[src/rtl/extrema_scan_ctrl.sv]
// Frame controller that folds a stream of unsigned samples into running
// maximum and minimum registers, time-sharing one external max/min
// comparator (two comparator passes per sample).
module extrema_scan_ctrl #(
    parameter int WIDTH = 8,
    parameter int CNT_W = 8
) (
    input  logic             clk,
    input  logic             rst,
    input  logic             start,
    input  logic [CNT_W-1:0] len,
    input  logic [WIDTH-1:0] in_data,
    input  logic             in_valid,
    output logic             in_ready,
    output logic [WIDTH-1:0] cmp_a,
    output logic [WIDTH-1:0] cmp_b,
    output logic             cmp_m,
    input  logic [WIDTH-1:0] cmp_y,
    output logic [WIDTH-1:0] max_out,
    output logic [WIDTH-1:0] min_out,
    output logic             busy,
    output logic             done,
    output logic [2:0]       state_dbg
);

    // Stream handshake: in_ready is a pure function of state (high only in
    // ACCEPT). A sample transfers on a rising edge where in_valid && in_ready;
    // in_data is don't-care on every other edge. The source may hold in_valid
    // for any number of cycles; there is no timeout.

    typedef enum logic [2:0] {
        IDLE    = 3'd0,
        ACCEPT  = 3'd1,
        CMP_MAX = 3'd2,
        CMP_MIN = 3'd3,
        DONE    = 3'd4
    } state_t;

    state_t           state;
    state_t           state_nxt;
    logic [WIDTH-1:0] max_q;
    logic [WIDTH-1:0] min_q;
    logic [WIDTH-1:0] sample_q;
    logic [CNT_W-1:0] remaining_q;

    // State register plus datapath registers; the comparator result is
    // captured into max or min depending on which pass is active.
    always_ff @(posedge clk) begin
        if (rst) begin
            state       <= IDLE;
            max_q       <= '0;
            min_q       <= '0;
            sample_q    <= '0;
            remaining_q <= '0;
        end else begin
            state <= state_nxt;
            case (state)
                IDLE: begin
                    if (start) begin
                        // Identities for unsigned max/min so the first sample wins both.
                        remaining_q <= len;
                        max_q       <= '0;
                        min_q       <= '1;
                    end
                end
                ACCEPT: begin
                    if (in_valid) begin
                        sample_q    <= in_data;
                        remaining_q <= remaining_q - CNT_W'(1);
                    end
                end
                CMP_MAX: max_q <= cmp_y;
                CMP_MIN: min_q <= cmp_y;
                default: ;
            endcase
        end
    end

    // Next-state and Moore outputs; comparator operands are zero outside
    // the compare passes so the shared comparator never sees X.
    always_comb begin
        state_nxt = state;
        in_ready  = 1'b0;
        busy      = 1'b1;
        done      = 1'b0;
        cmp_a     = '0;
        cmp_b     = '0;
        cmp_m     = 1'b0;
        case (state)
            IDLE: begin
                busy = 1'b0;
                if (start) begin
                    state_nxt = (len == '0) ? DONE : ACCEPT;
                end
            end
            ACCEPT: begin
                in_ready = 1'b1;
                if (in_valid) begin
                    state_nxt = CMP_MAX;
                end
            end
            CMP_MAX: begin
                cmp_a     = max_q;
                cmp_b     = sample_q;
                cmp_m     = 1'b0;
                state_nxt = CMP_MIN;
            end
            CMP_MIN: begin
                cmp_a     = min_q;
                cmp_b     = sample_q;
                cmp_m     = 1'b1;
                state_nxt = (remaining_q == '0) ? DONE : ACCEPT;
            end
            DONE: begin
                done      = 1'b1;
                state_nxt = IDLE;
            end
            default: begin
                state_nxt = IDLE;
            end
        endcase
    end

    assign max_out   = max_q;
    assign min_out   = min_q;
    assign state_dbg = state;

endmodule
[config.mk]
export PLATFORM = sky130hd
export DESIGN_NAME = extrema_scan_ctrl
export DESIGN_NICKNAME = d
export VERILOG_FILES = /design/src/rtl/extrema_scan_ctrl.sv
export SDC_FILE = /design/constraint.sdc
export NUM_CORES = 1
export LEC_CHECK = 0
export ABC_AREA = 1
export CAP_MARGIN = 20
export CORE_MARGIN = 3
export CORE_UTILIZATION = 30
export CTS_CLUSTER_SIZE = 16
export DETAILED_ROUTE_END_ITERATION = 16
export SYNTH_ARGS = -nofsm -noshare
export SYNTH_HDL_FRONTEND = slang
export SYNTH_SLANG_ARGS = --single-unit
export TNS_END_PERCENT = 20
[constraint.sdc]
create_clock -name clk -period 1.4 [get_ports clk]
set_input_delay 0.28 -clock clk [delete_from_list [all_inputs] [get_ports clk]]
set_output_delay 0.28 -clock clk [all_outputs]
set_load 0.01 [all_outputs]
# Yosys cells after proc, flatten, opt, wreduce, memory -nomap -nowiden

Cells that the tools add are included.

Register bits: 35
Output and inout port bits: 39
Logic and storage cells: 42

Add/subtract/negate cells: 1
Reduce and logical (&&, ||, !) cells: 12
Eq/ne operators: 6
Muxes and demuxes: 18

Operators with widths:

| cell                  | number |
|---|---|
| $pmux W8 S2           | 4 |
| $mux W8               | 5 |
| $logic_not A8 Y1      | 2 |
| $mux W3               | 4 |
| $pmux W3 S4           | 1 |
| $reduce_and A2 Y1     | 4 |
| $sub A8 B1 Y8 const B | 1 |
| $eq A3 B2 Y1 const B  | 2 |
| $reduce_bool A2 Y1    | 3 |
| $mux W1               | 4 |
| $ne A2 B2 Y1 const B  | 2 |
| $eq A3 B1 Y1 const B  | 1 |
| $eq A3 B3 Y1 const B  | 1 |
| $logic_not A3 Y1      | 1 |
| $reduce_and A3 Y1     | 1 |
| $reduce_or A2 Y1      | 1 |

# Longest topological paths before layout

Depth after elaboration: 4
Depth in mapped cells: 9
Depth with buffers taken out: 8

# Worst setup path before layout

Ideal clock, no wire load.

Path type: flip-flop to output port
Start: register state[0], in the netlist state_dbg[0]
End: output port cmp_a[0]
Cell stages (with the launch flop): 8
Arrival: 1.215 ns
Slack: -0.095 ns
Required time: 1.120 ns
Path through: dfxtp_1 inv_2 nor2_8 nand2_2 inv_2 buf_6 nand2_1 o21ai_0

Cells in the longest elaborated chain, start to end: 2

Ends and longest elaborated chain:

| element                | line | RTL |
|---|---|---|
| start, declared        | 39   | `state_t state;` |
| start signal, assigned | 56   | `state <= state_nxt;` |
| $eq A3 B2 Y1           | 89   | `case (state)` |
| $pmux W8 S2 *          | 89   |  |
| end, declared          | 15   | `output logic [WIDTH-1:0] cmp_a,` |

Every way passes the cells marked *; elsewhere a longest branch is shown, timed or not.

# Worst setup path in the final report

Start: register state[2], in the netlist state_dbg[2]
End: output port cmp_a[2]

Same word-level chain as after synthesis.

==> PnR_summary.wiki <==
{| class="wikitable"
! Metric !! Value
|-
| Antenna Nets Post-Route || 0
|-
| Layout Skew || about 0.0064 ns
|-
| Number of global-route vias before repair || 1958
|-
| Flip-flop and latch count after synthesis || 35
|-
| Register area share after synthesis || a little under two fifths
|-
| Post-detailed-placement cell area || 2750 sq um
|-
| R2r startpoint || state_dbg[1]
|-
| Die extent in x || roughly 85 microns
|-
| Placed wire-length estimate after detailed placement || 3950 microns
|-
| Category of the most critical setup path || flip-flop to output port
|-
| Sink count of the clock tree || 35
|-
| Maximum fanout count along the critical path || 12
|-
| Max-cap violation count || 0
|-
| Yosys Warn Count || 0
|-
| Port buffer count || 66
|-
| Reg clk slew, reported paths || approximately 0.07 ns
|-
| Gp weighted congestion || 0.877
|-
| Antenna violations before repair || 0
|-
| Min-Delay Startpoint || sample_q[4]
|-
| Time the worst path needs with I/O delays and setup || 1.55 ns
|-
| Headroom to the max-slew limit || around four fifths
|-
| Post-Route Hold Slack || approximately 0.45 ns
|-
| Count of different cell masters after synthesis || 28
|-
| Synthesized instance count || 273
|-
| Max Fclk || roughly 0.65 GHz
|-
| Placement row count || 27
|-
| Worst slack, placed || -0.354 ns
|-
| Starting Density || about 32%
|-
| Hold worst-path end || sample_q[4]
|-
| Number of filler cells placed in the layout || 600
|-
| Critical Path Max Stage Delay || 0.37 ns
|-
| Failing checks || setup timing
|-
| Flop-to-flop setup slack || 0.07 ns
|-
| Global-route total usage across every layer || about 15%
|-
| Largest net degree at the start of global routing || 23
|-
| Core Box Area || 5740 sq um
|-
| CTS H-tree lvls || 2
|-
| Bufs and invs on worst path || 3
|-
| Arrival time of data at the critical path endpoint || approximately 1.3 ns
|-
| CTS root buf || clkbuf_8
|-
| Total via count after detailed routing || ~2000
|-
| Hold Path Cell Cnt || 2
|-
| Total clock buffers created by CTS || 5
|-
| Net count, final || around 400
|-
| Data required time at the worst endpoint || about 1.1 ns
|-
| Critical Path End Type || output port
|-
| Status || complete, but fails checks
|-
| First-pass GRT wire length || 8890 microns
|-
| Final worst-path setup slack || -0.145 ns
|-
| Fraction of layout instances using a drive strength above 1 || 22.1%
|-
| Residual overflow from global routing || 0
|-
| Clk_lat worst skew || 0.28 ns
|-
| Via/cell ratio || 4.53
|-
| Drt wl/cell || between 10 and 15 microns
|-
| R2r worst-path depth || 8
|-
| Final standard cell utilization of the core || roughly 49%
|-
| Final std cell area, no fill || 2810 sq um
|-
| Endpoints failing setup || 18
|-
| Type of element launching the critical path || flip-flop
|-
| Capture instance of the worst register-to-register path || max_out[2]
|-
| Floorplan die height || 84.6 microns
|-
| Leakage Power || between 0.001 and 0.0015 uW
|-
| Final slew viol count || 0
|-
| Drt first pass iters || 4
|-
| Maximum clock insertion buffer count || 2
|-
| Drc violations || 0
|-
| Slew at the pin closest to its max-slew limit || 0.292 ns
|-
| Netlist area before placement || between 1500 and 2000 sq um
|-
| CP max stage cell || dfxtp_4
|-
| Total of hold buffers inserted after clock tree synthesis || 0
|-
| Total count of hold-check failures in the final report || 0
|-
| Mapped Nets || around 300
|-
| Violation count after the first detailed-route iteration || between 80 and 90
|-
| Total length of routed wires || around 5300 microns
|-
| CTS tree || done
|-
| Growth of design area from synthesis to finish || 51.9%
|-
| Cell-by-cell listing of the critical path || inv_2 -> nand3_4 -> buf_12 -> o21ai_1 -> buf_2
|-
| Cell area power density || 1550 nW/um^2
|-
| Peak supply drop || about 600 uV
|-
| RSZ-0062 raised after global routing || true
|-
| Number of I/O pins || between 60 and 70
|-
| Final cycle utilization of the critical path || 110%
|-
| Final antenna diode count || 0
|-
| Worst hold path type || flip-flop to flip-flop
|-
| Top Family by Delay on Critical Path || buffers and inverters
|-
| Floorplan die area || 7160 sq um
|-
| Mean post-synth cell area || approximately 6.8 sq um
|}
==> sequential cells by signal, indices dropped and copies added (netlist names) <==
register	count
remaining_q	8
min_out	8
sample_q	8
max_out	8
state_dbg	3
==> timing repair <==
| item | CTS | global route |
|---|---|---|
| setup buffers | 3 | 1 |
| resized for setup | 123 | 9 |
| cloned | 0 | 0 |
| hold endpoints to repair | 0 | 0 |
| pin swaps | 1 | 0 |
| endpoints found under the setup margin | 41 | 37 |
==> power by group <==
group          switching [uW]  total [uW]  internal, uW  leakage (uW)
logic                    1260        2220           961       0.00104
clock network             366         714           348     0.0000412
registers                 172        1420          1240      0.000289
==> Yosys cell counts <==
library cell	count	area, sq um
buf_2	2	10.0
a211oi_1	1	7.51
buf_6	3	33.8
o22ai_1	8	50.1
nand3_4	1	17.5
inv_2	4	15.0
nand2_1	43	161
a21oi_1	24	120
buf_1	1	3.75
clkbuf_1	2	7.51
o21a_1	1	7.51
dfxtp_1	35	701
o211ai_1	2	15.0
ha_1	2	25.0
nor2_8	1	20.0
o21ai_2	1	8.76
o21ai_1	3	15.0
nand3_2	1	10.0
o21ai_0	30	150
nand2_2	3	18.8
nand4_1	2	12.5
nand4_4	1	21.3
nand2_4	1	11.3
nor3_4	1	16.3
nor2_1	26	97.6
nor3_1	3	15.0
inv_1	59	221
nand3_1	12	60.1
==> routing by layer <==
layer / track usage, % / part of all wire (%) / up-vias
met3: 2.36 / 5.3 / 4
met2: 24.3 / 46 / 50
met4: 8.06 / 1.1 / 0
met5: 0 / 0 / -
met1: 19.6 / 47 / 886
li1: - / - / 1049
==> through the flow <==
step,instances,TNS [ns],power [uW]
after floorplan,273,0,2670
after global placement,427,-8.32,3630
after detailed placement,427,-8.61,3650
after CTS,438,-2.31,4370
after global routing,439,-3.76,4730
final,439,-1.89,4350
==> area by class of cell <==
cell class	count	area (sq um)	area share, %
multi-input combinational	167	911	32.4
timing repair buffer	94	769	27.3
sequential	35	709	25.2
inverter	63	249	8.85
tap	72	90.1	3.20
clock buffer	6	72.6	2.58
clock inverter	2	12.5	0.445
==> worst min-delay path, cell delays in order, from the launching register on <==
cell and delay (ns):
dfxtp_1 0.30, inv_1 0.06, a21oi_1 0.05
==> cell families (layout without fill, tap and decap cells) <==
family	count (synthesis)	in the layout	synth area share, %
DFF	35	35	37.8
adders and majority gates	2	2	1.35
buffers and inverters	71	165	15.7
AOI/OAI and AO/OA	70	70	20.2
and+or+nand+nor	95	95	24.9
==> worst max-delay path by stage <==
stage                     cells past startpoint  endpoint  slack [ns]         start
after floorplan                               5  cmp_b[0]       0.005  state_dbg[1]
after global placement                        5  cmp_a[2]       -0.36  state_dbg[0]
after detailed placement                      5  cmp_a[4]       -0.35  state_dbg[0]
after CTS                                     5  cmp_a[1]       -0.17  state_dbg[2]
after global routing                          7  cmp_a[3]       -0.22  state_dbg[0]
final                                         5  cmp_a[2]       -0.15  state_dbg[2]
==> cell usage in the layout (no fill, tap or decap) <==
cell type,instances
inv_1,57
nand2_1,41
dfxtp_1,32
clkdlybuf4s50_1,27
nor2_1,26
buf_4,25
a21oi_1,24
o21ai_0,21
buf_2,20
dlygate4sd2_1,17
nand3_1,12
o21ai_1,9
o22ai_1,8
clkbuf_8,5
o21ai_2,4
nand2_4,3
inv_2,3
nand2_2,3
inv_4,2
nand3_4,2
nor3_4,2
nand4_1,2
o211ai_1,2
ha_1,2
clkdlybuf4s15_1,2
buf_6,2
dfxtp_4,2
nor2_8,1
inv_8,1
nor3_2,1
nand4_4,1
a211oi_1,1
nor3_1,1
o21a_1,1
clkinv_2,1
clkinvlp_4,1
clkbuf_1,1
buf_12,1
dfxtp_2,1
(Power assumes the default switching activity.)
